--- config.mk ---
export PLATFORM = sky130hd
export DESIGN_NAME = mem_port_arbiter_flat
export DESIGN_NICKNAME = d
export VERILOG_FILES = /design/src/rtl/mem_port_arbiter_pkg.sv /design/src/rtl/mem_port_arbiter_if.sv /design/src/rtl/mux_2x1_13.sv /design/src/rtl/mem_port_arbiter.sv /design/src/flat_wrapper.sv
export SDC_FILE = /design/constraint.sdc
export NUM_CORES = 1
export LEC_CHECK = 0
export ABC_AREA = 1
export CORE_MARGIN = 8
export CORE_UTILIZATION = 36
export DETAILED_ROUTE_END_ITERATION = 8
export PLACE_DENSITY = 0.87
export SETUP_SLACK_MARGIN = 0.02
export SLEW_MARGIN = 20
export SYNTH_ARGS = -nofsm -noshare
export SYNTH_HDL_FRONTEND = slang
export SYNTH_HIERARCHICAL = 1
export SYNTH_SLANG_ARGS = --single-unit
--- constraint.sdc ---
create_clock -name clk -period 3.7 [get_ports clk]
set_clock_uncertainty 0.05 [all_clocks]
set_input_delay 0.74 -clock clk [delete_from_list [all_inputs] [get_ports clk]]
set_output_delay 0.74 -clock clk [all_outputs]
set_load 0.01 [all_outputs]
--- src/rtl/mem_port_arbiter_pkg.sv ---
// Shared types and constants for the two-port memory arbiter.
package mem_port_arbiter_pkg;

    localparam int ADDR_W_DEF = 13;
    localparam int DATA_W_DEF = 32;

    typedef enum logic [1:0] {
        IDLE = 2'd0,
        WAIT = 2'd1,
        DONE = 2'd2
    } state_e;

    localparam logic PORT_IF = 1'b0;
    localparam logic PORT_D  = 1'b1;

    // A tie goes to the port that was not served last.
    function automatic logic pick_port(input logic if_req, input logic d_req, input logic last);
        if (if_req && d_req) begin
            return ~last;
        end
        return d_req ? PORT_D : PORT_IF;
    endfunction

endpackage

--- src/rtl/mem_port_arbiter_if.sv ---
// Requester, memory and status signals of the shared memory port.
interface mem_port_arbiter_if
    import mem_port_arbiter_pkg::*;
#(
    parameter int ADDR_W = ADDR_W_DEF,
    parameter int DATA_W = DATA_W_DEF
);

    logic              if_req;
    logic [ADDR_W-1:0] if_addr;
    logic              d_req;
    logic              d_we;
    logic [ADDR_W-1:0] d_addr;
    logic [DATA_W-1:0] d_wdata;
    logic              mem_req;
    logic              mem_we;
    logic [ADDR_W-1:0] mem_addr;
    logic [DATA_W-1:0] mem_wdata;
    logic              mem_ack;
    logic [DATA_W-1:0] mem_rdata;
    logic              sel;
    logic              if_done;
    logic              d_done;
    logic [DATA_W-1:0] rdata;
    logic              err;

    modport slave (
        input  if_req, if_addr, d_req, d_we, d_addr, d_wdata, mem_ack, mem_rdata,
        output mem_req, mem_we, mem_addr, mem_wdata, sel, if_done, d_done, rdata, err
    );

    modport master (
        output if_req, if_addr, d_req, d_we, d_addr, d_wdata, mem_ack, mem_rdata,
        input  mem_req, mem_we, mem_addr, mem_wdata, sel, if_done, d_done, rdata, err
    );

endinterface

--- src/rtl/mux_2x1_13.sv ---
// 13-bit 2:1 address mux shared by the fetch and data ports.
module mux_2x1_13 (
    input  logic        s,
    input  logic [12:0] i0,
    input  logic [12:0] i1,
    output logic [12:0] y
);

    assign y = s ? i1 : i0;

endmodule

--- src/rtl/mem_port_arbiter.sv ---
// Round-robin arbiter for one multi-cycle memory port shared by fetch and data,
// with a bounded wait for the memory acknowledge.
module mem_port_arbiter
    import mem_port_arbiter_pkg::*;
#(
    parameter int ADDR_W  = ADDR_W_DEF,
    parameter int DATA_W  = DATA_W_DEF,
    parameter int TIMEOUT = 16,
    parameter int CNT_W   = 5
) (
    input  logic              clk,
    input  logic              reset_n,
    mem_port_arbiter_if.slave bus
);

    localparam logic [CNT_W-1:0] CNT_LAST = CNT_W'(TIMEOUT - 1);

    state_e            state_q;
    logic              sel_q;
    logic              last_q;
    logic [CNT_W-1:0]  cnt_q;
    logic [DATA_W-1:0] rdata_q;
    logic              err_q;
    logic              if_done_q;
    logic              d_done_q;

    logic              req_any;
    logic              grant_d;
    logic [ADDR_W-1:0] addr_mux;

    assign req_any = bus.if_req | bus.d_req;
    assign grant_d = pick_port(bus.if_req, bus.d_req, last_q);

    mux_2x1_13 u_addr_mux (
        .s  (sel_q),
        .i0 (bus.if_addr),
        .i1 (bus.d_addr),
        .y  (addr_mux)
    );

    // mem_req follows the state directly so an asynchronous reset drops it at once.
    assign bus.mem_req   = (state_q == WAIT);
    assign bus.mem_we    = bus.mem_req & sel_q & bus.d_we;
    assign bus.mem_addr  = addr_mux;
    assign bus.mem_wdata = bus.d_wdata;
    assign bus.sel       = sel_q;
    assign bus.if_done   = if_done_q;
    assign bus.d_done    = d_done_q;
    assign bus.rdata     = rdata_q;
    assign bus.err       = err_q;

    always_ff @(posedge clk or negedge reset_n) begin
        if (!reset_n) begin
            state_q   <= IDLE;
            sel_q     <= PORT_IF;
            last_q    <= PORT_D;
            cnt_q     <= '0;
            rdata_q   <= '0;
            err_q     <= 1'b0;
            if_done_q <= 1'b0;
            d_done_q  <= 1'b0;
        end else begin
            if_done_q <= 1'b0;
            d_done_q  <= 1'b0;
            case (state_q)
                IDLE: begin
                    if (req_any) begin
                        sel_q   <= grant_d;
                        cnt_q   <= '0;
                        state_q <= WAIT;
                    end
                end
                WAIT: begin
                    // An ack on the final allowed cycle still counts as success.
                    if (bus.mem_ack || (cnt_q == CNT_LAST)) begin
                        state_q   <= DONE;
                        err_q     <= ~bus.mem_ack;
                        if_done_q <= (sel_q == PORT_IF);
                        d_done_q  <= (sel_q == PORT_D);
                        if (bus.mem_ack) begin
                            rdata_q <= bus.mem_rdata;
                        end
                    end else begin
                        cnt_q <= cnt_q + 1'b1;
                    end
                end
                DONE: begin
                    last_q  <= sel_q;
                    state_q <= IDLE;
                end
                default: begin
                    state_q <= IDLE;
                end
            endcase
        end
    end

endmodule

--- src/flat_wrapper.sv ---
// flat-port wrapper written by rule: the top's interface ports become plain ports
module mem_port_arbiter_flat import mem_port_arbiter_pkg::*;
#(
    parameter int ADDR_W  = ADDR_W_DEF,
    parameter int DATA_W  = DATA_W_DEF,
    parameter int TIMEOUT = 16,
    parameter int CNT_W   = 5
)
  (clk, reset_n, bus_if_req, bus_if_addr, bus_d_req, bus_d_we, bus_d_addr, bus_d_wdata, bus_mem_ack, bus_mem_rdata, bus_mem_req, bus_mem_we, bus_mem_addr, bus_mem_wdata, bus_sel, bus_if_done, bus_d_done, bus_rdata, bus_err);
  mem_port_arbiter_if #(.ADDR_W(ADDR_W), .DATA_W(DATA_W)) bus_i ();
  input  logic clk;
  input  logic reset_n;
  input wire logic [$bits(bus_i.if_req)-1:0] bus_if_req;
  input wire logic [$bits(bus_i.if_addr)-1:0] bus_if_addr;
  input wire logic [$bits(bus_i.d_req)-1:0] bus_d_req;
  input wire logic [$bits(bus_i.d_we)-1:0] bus_d_we;
  input wire logic [$bits(bus_i.d_addr)-1:0] bus_d_addr;
  input wire logic [$bits(bus_i.d_wdata)-1:0] bus_d_wdata;
  input wire logic [$bits(bus_i.mem_ack)-1:0] bus_mem_ack;
  input wire logic [$bits(bus_i.mem_rdata)-1:0] bus_mem_rdata;
  output wire logic [$bits(bus_i.mem_req)-1:0] bus_mem_req;
  output wire logic [$bits(bus_i.mem_we)-1:0] bus_mem_we;
  output wire logic [$bits(bus_i.mem_addr)-1:0] bus_mem_addr;
  output wire logic [$bits(bus_i.mem_wdata)-1:0] bus_mem_wdata;
  output wire logic [$bits(bus_i.sel)-1:0] bus_sel;
  output wire logic [$bits(bus_i.if_done)-1:0] bus_if_done;
  output wire logic [$bits(bus_i.d_done)-1:0] bus_d_done;
  output wire logic [$bits(bus_i.rdata)-1:0] bus_rdata;
  output wire logic [$bits(bus_i.err)-1:0] bus_err;
  assign bus_i.if_req = bus_if_req;
  assign bus_i.if_addr = bus_if_addr;
  assign bus_i.d_req = bus_d_req;
  assign bus_i.d_we = bus_d_we;
  assign bus_i.d_addr = bus_d_addr;
  assign bus_i.d_wdata = bus_d_wdata;
  assign bus_i.mem_ack = bus_mem_ack;
  assign bus_i.mem_rdata = bus_mem_rdata;
  assign bus_mem_req = bus_i.mem_req;
  assign bus_mem_we = bus_i.mem_we;
  assign bus_mem_addr = bus_i.mem_addr;
  assign bus_mem_wdata = bus_i.mem_wdata;
  assign bus_sel = bus_i.sel;
  assign bus_if_done = bus_i.if_done;
  assign bus_d_done = bus_i.d_done;
  assign bus_rdata = bus_i.rdata;
  assign bus_err = bus_i.err;
  mem_port_arbiter #(.ADDR_W(ADDR_W), .DATA_W(DATA_W), .TIMEOUT(TIMEOUT), .CNT_W(CNT_W)) u_core (.clk(clk), .reset_n(reset_n), .bus(bus_i));
endmodule
# Yosys cells after proc, flatten, opt, wreduce, memory -nomap -nowiden
# Index checks and enable logic that the tools add are counted.
[word_totals] word_cells=45 inputBits=96 ff_bits=44 output_inout_bits=83
[op_classes] n_mux=15 n_reduce_logical=9 n_eq_ne=6 addsub=1 n_bitwise=6
[ops] operator="$mux W13" n=1
[ops] operator="$mux W5" n=2
[ops] operator="$pmux W5 S2" n=1
[ops] operator="$mux W1" n=8
[ops] operator="$reduce_and A2 Y1" n=3
[ops] operator="$reduce_and A3 Y1" n=2
[ops] operator="$add A5 B1 Y5 const B" n=1
[ops] operator="$eq A5 B4 Y1 const B" n=1
[ops] operator="$mux W2" n=2
[ops] operator="$ne A2 B2 Y1 const B" n=2
[ops] operator="$pmux W2 S2" n=1
[ops] operator="$not A1 Y1" n=3
[ops] operator="$and A1 B1 Y1" n=2
[ops] operator="$eq A2 B1 Y1 const B" n=1
[ops] operator="$eq A2 B2 Y1 const B" n=1
[ops] operator="$logic_not A2 Y1" n=1
[ops] operator="$ne A2 B1 Y1 const B" n=1
[ops] operator="$reduce_bool A2 Y1" n=1
[ops] operator="$logic_and A1 B1 Y1" n=1
[ops] operator="$logic_or A1 B1 Y1" n=1
[ops] operator="$or A1 B1 Y1" n=1

# Depth between registers and ports, before layout
# Gate-level depths: netlist of run 1.
[logic_depth] ltp_word=4 ltp_mapped=10

# Modules after synthesis
# Netlist of run 1, hierarchy kept.
[by_module_without_submodules] mod="mem_port_arbiter" cells_per_inst=232 n_inst=1 area_each_um2=2059.5
[by_module_without_submodules] mod="mux_2x1_13" cells_per_inst=42 n_inst=1 area_each_um2=168.9

# Worst setup path after synthesis of run 1
# Ideal clock, no wire load.
[synth_timing] path_kind="in2out" from="in bus_d_we" to="out bus_mem_we" stages=1 t_required_ns=2.910 t_arrival_ns=1.046 path_buffers=0 path_slack_ns=1.864 path_cell_list="nor3b_1"
[synth_via] elab_chain_len=1
[synth_lines] element="start, declared" line_no="flat_wrapper.sv:16" text="input wire logic [$bits(bus_i.d_we)-1:0] bus_d_we;"
[synth_lines] element="$and A1 B1 Y1" line_no="mem_port_arbiter.sv:43" text="assign bus.mem_we = bus.mem_req & sel_q & bus.d_we;"
[synth_lines] element="end, declared" line_no="flat_wrapper.sv:22" text="output wire logic [$bits(bus_i.mem_we)-1:0] bus_mem_we;"
# Every way passes these cells.

# Worst setup path in the final report of run 1
[layout_timing] from="reg u_core.sel_q, in the netlist u_core/bus.sel" to="out bus_mem_we"
[layout_via] elab_chain_len=2
[layout_lines] element="start, declared" line_no="mem_port_arbiter.sv:19" text="logic sel_q;"
[layout_lines] element="start signal, assigned" line_no="mem_port_arbiter.sv:68" text="sel_q <= grant_d;"
[layout_lines] element="$and A1 B1 Y1 (2 in series)" line_no="mem_port_arbiter.sv:43"
# Every way passes these cells.

==> results of run 1 <==
## flip-flops by register name, summed over array words and instances (netlist names)
name,flops
u_core/state_q,2
u_core/bus.d_done,1
u_core/bus.err,1
u_core/last_q,1
u_core/bus.if_done,1
u_core/bus.rdata,32
u_core/cnt_q,5
u_core/bus.sel,1
## power groups by stage
stage	combinational, W	sequential [W]	clock, W
finish	0.00118	0.000834	0.000297
global route	0.00131	0.000864	0.000320
CTS	0.00120	0.000836	0.000310
detailed placement	0.00120	0.000842	0
global placement	0.00118	0.000829	0
floorplan	0.000521	0.000904	0
## cell families after synthesis
kind of cell,Yosys count,synth area share (%)
simple gates,170,30.9
buf+inv,51,16.6
flops,44,49.5
compound gates,7,1.85
fa+ha+maj,2,1.12
## per-layer routing
layer	vias up	track usage, %
met5	-	0
met4	0	5.46
met3	16	7.06
met2	96	24.3
met1	881	13.9
li1	959	-
## metrics by stage
stage / instances / power [W] / instance area [µm²] / hold slack [ns]
after global routing: 431 / 0.00250 / 3220 / 0.409
after global placement: 423 / 0.00201 / 3130 / 0.403
after CTS: 431 / 0.00235 / 3220 / 0.432
final: 431 / 0.00231 / 3220 / 0.370
after floorplan: 274 / 0.00143 / 2230 / 0.394
after detailed placement: 423 / 0.00204 / 3130 / 0.411
## path summary, 6_finish.rpt
kind / startpoint / end / slack [ns] / cells past startpoint
min in group clk: u_core/bus.rdata[15]$_DFFE_PN0P_ / u_core/bus.rdata[15]$_DFFE_PN0P_ / 0.43 / 2
setup / recovery: u_core/bus.sel$_DFFE_PN0P_ / bus_mem_we / 0.90 / 3
setup reg to reg: u_core/cnt_q[0]$_DFFE_PN0P_ / u_core/cnt_q[3]$_DFFE_PN0P_ / 2.03 / 10
hold / removal: reset_n / u_core/bus.rdata[29]$_DFFE_PN0P_ / 0.37 / 1
hold reg to reg: u_core/bus.rdata[15]$_DFFE_PN0P_ / u_core/bus.rdata[15]$_DFFE_PN0P_ / 0.43 / 2
max in group asynchronous: reset_n / u_core/cnt_q[0]$_DFFE_PN0P_ / 2.85 / 1
## layout make-up
type / count / area share (%)
multi-input cells: 179 / 23.5
repair buffers: 114 / 35.4
inverters: 11 / 1.36
clock buffers: 7 / 2.37
well taps: 75 / 2.91
flip-flops and latches: 44 / 34.2
clock inverters: 1 / 0.272
## cells in the final DEF (no fill, tap or decap), drive strengths merged
cell type	count
inv	11
nor3b	2
dfrtp	43
o31ai	1
buf	1
clkdlybuf4s50	113
dfstp	1
clkbuf	7
a21oi	1
nor2	12
ha	2
nand2	152
clkinv	1
nand3	4
o21ai	5
==> results.txt, run 1 <==
- The via count of the first global-routing pass was 2027.
- The number of antenna violations at the first check in global routing is 0.
- At the pin with the least slew margin, the transition time is 0.564 ns.
* Utilization after layout: 54.1%
* Violation count after the first detailed-route iteration: 62
- Together, buffers and inverters on the worst path number 2.
- Number of remaining DRC errors: 0
* Pleak: 1.56 nW
- Clock Pin Slew Worst Setup and Hold Paths: 0.09 ns
- In the final layout, the multi-input gates occupy 756 µm².
* Leading cell type by number of instances after synthesis: sky130_fd_sc_hd__nand2_1
* Worst IR drop on VDD: 0.000385 V
- Die area: 0.00896 mm²
* Setup repair after global routing missed its margin: false
* Die Span Y: 94.7 µm
- Net Count, Synth: 372
- In this design, the stage delay of the slowest critical-path cell is 0.70 ns.
- Clock tree synthesis inserted a total of 5 buffers.
- For this design the ratio of total power to cell area is 717 mW/mm².
* Bufs on Longest Clock Path: 2
- Count of buffers inserted at the top-level ports: 114
* Req. time, crit path: 2.91 ns
- In this run, post-CTS hold repair placed 0 buffers.
- The floorplan has 28 rows.
- Synthesized instance count: 274
- In the routed layout, each cell is associated on average with a via count of 4.53.
- Cell accounting for the most synthesized area: sky130_fd_sc_hd__dfrtp_1
- Post-Place Setup Slack: 0.883 ns
* Resized cells post-CTS: 0
- Deepest level of the CTS H-tree: 2
- Counting flops with an async set or reset pin after synthesis yields a share of 100%.
- After clock tree synthesis, the setup repair step added 0 buffers.
- Max-cap violations in this run came to 0.
- Setup violations remaining at the end of the flow were counted as 0.
- Distinct cell type count of the synthesized netlist: 20
* Effective utilization at floorplan: 37.4%
- The detailed router placed 1952 vias in this run.
- Fmax achieved: 357 MHz
- Entering global routing, the biggest net connects 45 pins.
- The core region is 0.00596 mm².
* DRT Wirelength: 6130 µm
* Main flop type after synthesis: sky130_fd_sc_hd__dfrtp_1
* Class of the tightest hold or removal check: input pin to async pin
- The first detailed-routing pass ran for 4 iterations.
- Final Net Count: 453
- Clock sink total: 44
- Dividing the final minimum period by the clock period gives 75.7%.
- Most instantiated cells after synthesis: 145 x sky130_fd_sc_hd__nand2_1, 43 x sky130_fd_sc_hd__dfrtp_1, 33 x sky130_fd_sc_hd__buf_4
- Max layer used: met4
* Sequential element share of the synthesized area: 49.5%
* Setup CP Type: flop to output port
- Fillcell total: 543
- First-pass GRT wire length: 9880 µm
- Synthesized area divided by synthesized cell count: 8.13 µm²
- Synthesized cell area: 0.00223 mm²
- Pint: 0.00144 W
* WL met1: 2260 µm
- Insertion delay of the later-clocked pin in the worst-skew pair: 0.29 ns
- Relative contribution of sequential cells to total power: 36.1%
* Maximum fanout along the worst path: 18
- Cells traversed along the worst timing path: inv_1 -> nor3b_1 -> clkdlybuf4s50_1
- Share of Yosys cell area claimed by the top area cell type: 48.3%
- Summed over all nets, the switching power comes to 0.000868 W.
- Setup crit end kind: output port
* Overflow left after global routing: 0
- Data arrives at the worst endpoint at 2.01 ns.
* Yosys reg bits: 44
* Die X: 94.7 µm
* Clock tree root driver cell: sky130_fd_sc_hd__clkbuf_8
* Routed wl met2: 2930 µm
* Result of the run: complete, no violations
* Aggregate global-route resource usage: 14.0%
- In this run, the clock network consumes 12.8% of the power.
* Boundary pin count: 179
* Gp weighted congestion: 0.769
* Antenna Cells: 0
* CTS tree: done
- Post-DRT Antenna Nets: 0
* Detailed Place HPWL: 4790 µm
* Slew Limit Fails: 0
* Crit path time final: 2.80 ns
- Sequential Area: 0.00110 mm²
* Critical Path Start Type: flop
* Warning count from the yosys run: 6
- On the critical path, the stage with the largest delay is an instance of sky130_fd_sc_hd__dfrtp_1.
- Top delay family on crit path: buffers and inverters
* Headroom to the max-slew limit: 62.4%
- Accumulated negative setup slack: 0 ns
- Dividing the detail-routed wire length by the instance count gives 14.2 µm.
- Proportion of total power due to net switching: 37.6%
- Fraction of layout instances using a drive strength above 1: 5.62%
- Wire segments on met3 add up to 842 µm in the final route.
- Across all setup checks in the final design, the least slack found is 0.900 ns.
* Main area contributors after synthesis: sky130_fd_sc_hd__dfrtp_1 48%, sky130_fd_sc_hd__nand2_1 24%, sky130_fd_sc_hd__buf_4 11%
* Gate power share: 51.0%
* Number of enable flip-flop cells after synthesis: 0
- Syn-to-layout area delta: 44.5%
- Final Hold Viols: 0
Note: power is estimated with default switching activity, not from simulation.
==> run 2, diff against run 1 <==
--- a/config.mk
+++ b/config.mk
@@ -7,9 +7,9 @@
 export LEC_CHECK = 0
 export ABC_AREA = 1
 export CORE_MARGIN = 8
-export CORE_UTILIZATION = 36
+export CORE_UTILIZATION = 30
 export DETAILED_ROUTE_END_ITERATION = 8
-export PLACE_DENSITY = 0.87
+export PLACE_DENSITY = 0.77
 export SETUP_SLACK_MARGIN = 0.02
 export SLEW_MARGIN = 20
 export SYNTH_ARGS = -nofsm -noshare
==> constraint.sdc (replaced) <==
create_clock -name clk -period 2.5 [get_ports clk]
set_clock_uncertainty 0.05 [all_clocks]
set_input_delay 0.5 -clock clk [delete_from_list [all_inputs] [get_ports clk]]
set_output_delay 0.5 -clock clk [all_outputs]
set_load 0.01 [all_outputs]
==> run 2 against run 1 <==
Compared with the run above:
- critical endpoint unchanged
- largest cell class unchanged
- global-route usage is 2.1 points lower
- sequential cell count stayed put
- non-clock buffer count is 4 higher
- register-to-register slack worse by 1.2 ns
- hold slack worse by 0.30 ns
- design area is 2.7% higher
- first-iteration DRC count is 4.8% lower
- sequential share of layout area is 0.91 points lower
- critical path depth stayed put
- clock-buffer cell count is 2 lower
==> results.txt, run 2 (synthesis gave the netlist of run 1 again) <==
* Result of the run: complete, no violations
* Maximum number of pins on one net before global-route repair: 33 (-27%)
* Class of the tightest hold or removal check: input pin to async pin
- The detailed-route wire length per cell came to 13.8 µm (-2.7%).
- The number of design rule violations left after detail routing was 0 (unchanged).
* Slowest CP cell: sky130_fd_sc_hd__clkdlybuf4s50_1
- The quantity of gates resized following cts is 0 (unchanged).
- Based on the critical path, the design can be clocked at up to 426 MHz.
- The worst-skew pair later-pin latency came to 0.30 ns (about the same).
* Accumulated negative setup slack: 0 ns (unchanged)
* Count of buffers inserted at the top-level ports: 114 (unchanged)
- The number of antenna violations at the first check in global routing came to 0 (unchanged).
- Bufs on Longest Clock Path: 2 (unchanged)
- The maximum single-stage delay on the critical path was 0.60 ns (-0.10 ns).
* Power after layout: 0.00356 W (+54%)
* Post-layout instance count excluding filler cells: 459 (+6.5%)
- The violation count after the first detailed-routing iteration came to 59 (-4.8%).
* Cts-stage hold buffer count: 0 (unchanged)
- Final Hold Viols: 0 (unchanged)
- The count of final setup violators is 0 (unchanged).
- The die height is 102 µm (+7.9%).
* Deepest level of the CTS H-tree: 2 (unchanged)
* Antenna Cells: 0 (unchanged)
- Post-DRT Antenna Nets: 0 (unchanged)
- The via count of the routed design is 1963 (+0.56%).
* Die area: 0.0104 mm² (+16%)
- Power Dens Cells: 1080 mW/mm² (+50%)
- Setup repair after global routing left no endpoint under its margin.
* Post-detailed-placement cell area: 0.00319 mm² (+1.9%)
- Clock tree root driver cell: sky130_fd_sc_hd__clkbuf_8
- Most common cell after layout, fill and taps aside: sky130_fd_sc_hd__nand2_1
- The arrival time of the worst setup path came to 1.80 ns (-0.21 ns).
- Critical Path Start Type: flop
- The worst-margin pin slew was 0.420 ns (-0.144 ns).
* Effective utilization at floorplan: 30.9% (-6.5 points)
* First-pass GRT wire length: 9800 µm (-0.83%)
* Setup CP Type: flop to output port
* Average vias per placed instance: 4.28 (-5.6%)
- TritonCTS built the clock tree.
- Cells traversed along the worst timing path: inv_1 -> nor3b_1 -> clkdlybuf4s50_1
- The filler cell count in the final layout came to 706 (+30%).
- The remaining global-route overflow was 0 (unchanged).
- Final Net Count: 457 (+0.88%)
- The sum of routed wire length over all layers is 6360 µm (+3.6%).
- Clock Pin Slew Worst Setup and Hold Paths: 0.09 ns (about the same)
* Aggregate global-route resource usage: 11.9% (-2.1 points)
- Met3 layer usage reported by global route: 6.74% (-0.32 points)
* Worst IR drop on VDD: 0.000433 V (+12%)
- Worst path bufs/invs: 2 (unchanged)
- The cell count after placement is 451 (+6.6%).
* Die X: 102 µm (+7.9%)
* Detailed Place HPWL: 5170 µm (+7.9%)
- The clock sink total was 44 (unchanged).
- The number of search-and-repair iterations in the first detailed-routing pass is 4 (unchanged).
* Post CTS Setup Buffer Count: 0 (unchanged)
* Num CTS Buffers: 5 (unchanged)
- Maximum fanout along the worst path: 11 (-7)
- Core region area: 0.00721 mm² (+21%)
* Met1 usage: 12.5% (-1.4 points)
- Subtracting the final worst setup slack from the clock period gives 2.35 ns.
- Top delay family on crit path: buffers and inverters
* Req. time, crit path: 1.95 ns (-0.96 ns)
* Top library cells by usage in the layout, fill and taps aside: 145 x sky130_fd_sc_hd__nand2_1, 113 x sky130_fd_sc_hd__clkdlybuf4s50_1, 43 x sky130_fd_sc_hd__dfrtp_1
* Setup crit end kind: output port
* Gp weighted congestion: 0.780 (+1.4%)
- Slew Limit Fails: 0 (unchanged)
- GR Util met2: 19.7% (-4.6 points)
- Sequential Area: 0.00110 mm² (unchanged)
* Multi-input gate area in the final layout: 756 µm² (unchanged)
* Headroom to the max-slew limit: 72.0% (+9.6 points)
- Flip-flop count of the largest register, all copies and words added: 32 (unchanged)
- The area growth from synthesis to layout is 48.4%.
- Vias in the first global route: 1982 (-2.2%)
- In this run the most used layer during global routing was met2.
* Final std cell area, no fill: 0.00331 mm² (+2.7%)
- Placement Rows: 31 (+11%)
* Maxcap violations: 0 (unchanged)
- Fraction of layout instances using a drive strength above 1: 7.22% (+1.6 points)
- The boundary pin count came to 179 (unchanged).
- Pleak: 1.59 nW (+2.0%)
- Period utilisation layout: 94.0%
-- run 2: power breakdown --
group | total, W | internal [W] | switching (W)
sequential | 0.00122 | 0.00102 | 0.000195
combinational | 0.00178 | 0.000928 | 0.000853
clock | 0.000561 | 0.000301 | 0.000260
-- run 2: layout make-up --
class / instances / share of cell area [%]
clock buffers: 5 / 2.08
flip-flops and latches: 44 / 33.3
clock inverters: 3 / 1.40
well taps: 99 / 3.75
multi-input cells: 179 / 22.9
inverters: 11 / 1.32
repair buffers: 118 / 35.3
-- run 2: path summary, 6_finish.rpt --
path | from | end | slack [ns] | cells after the start
worst max-delay path | u_core/bus.sel$_DFFE_PN0P_ | bus_mem_we | 0.15 | 3
worst min register to register | u_core/bus.rdata[19]$_DFFE_PN0P_ | u_core/bus.rdata[19]$_DFFE_PN0P_ | 0.43 | 2
min in group clk | u_core/bus.rdata[19]$_DFFE_PN0P_ | u_core/bus.rdata[19]$_DFFE_PN0P_ | 0.43 | 2
worst max register to register | u_core/cnt_q[1]$_DFFE_PN0P_ | u_core/cnt_q[3]$_DFFE_PN0P_ | 0.86 | 10
max in group asynchronous | reset_n | u_core/last_q$_DFFE_PN1N_ | 1.71 | 2
worst min-delay path | reset_n | u_core/bus.rdata[22]$_DFFE_PN0P_ | 0.07 | 1
-- run 2: per-stage QoR --
step	utilization (%)	worst slack, ns	hold WS [ns]
after global placement	44.2	0.201	0.403
after floorplan	-	1.01	0.154
after CTS	45.8	0.102	0.0801
after detailed placement	44.2	0.187	0.407
after global routing	45.8	0.0327	0.106
final	45.8	0.151	0.0728
-- run 2: per-layer routing --
layer / wire (µm) / up-vias
li1: - / 961
met1: 2460 / 876
met2: 2770 / 108
met3: 1010 / 18
met4: 108 / 0
met5: 0 / -
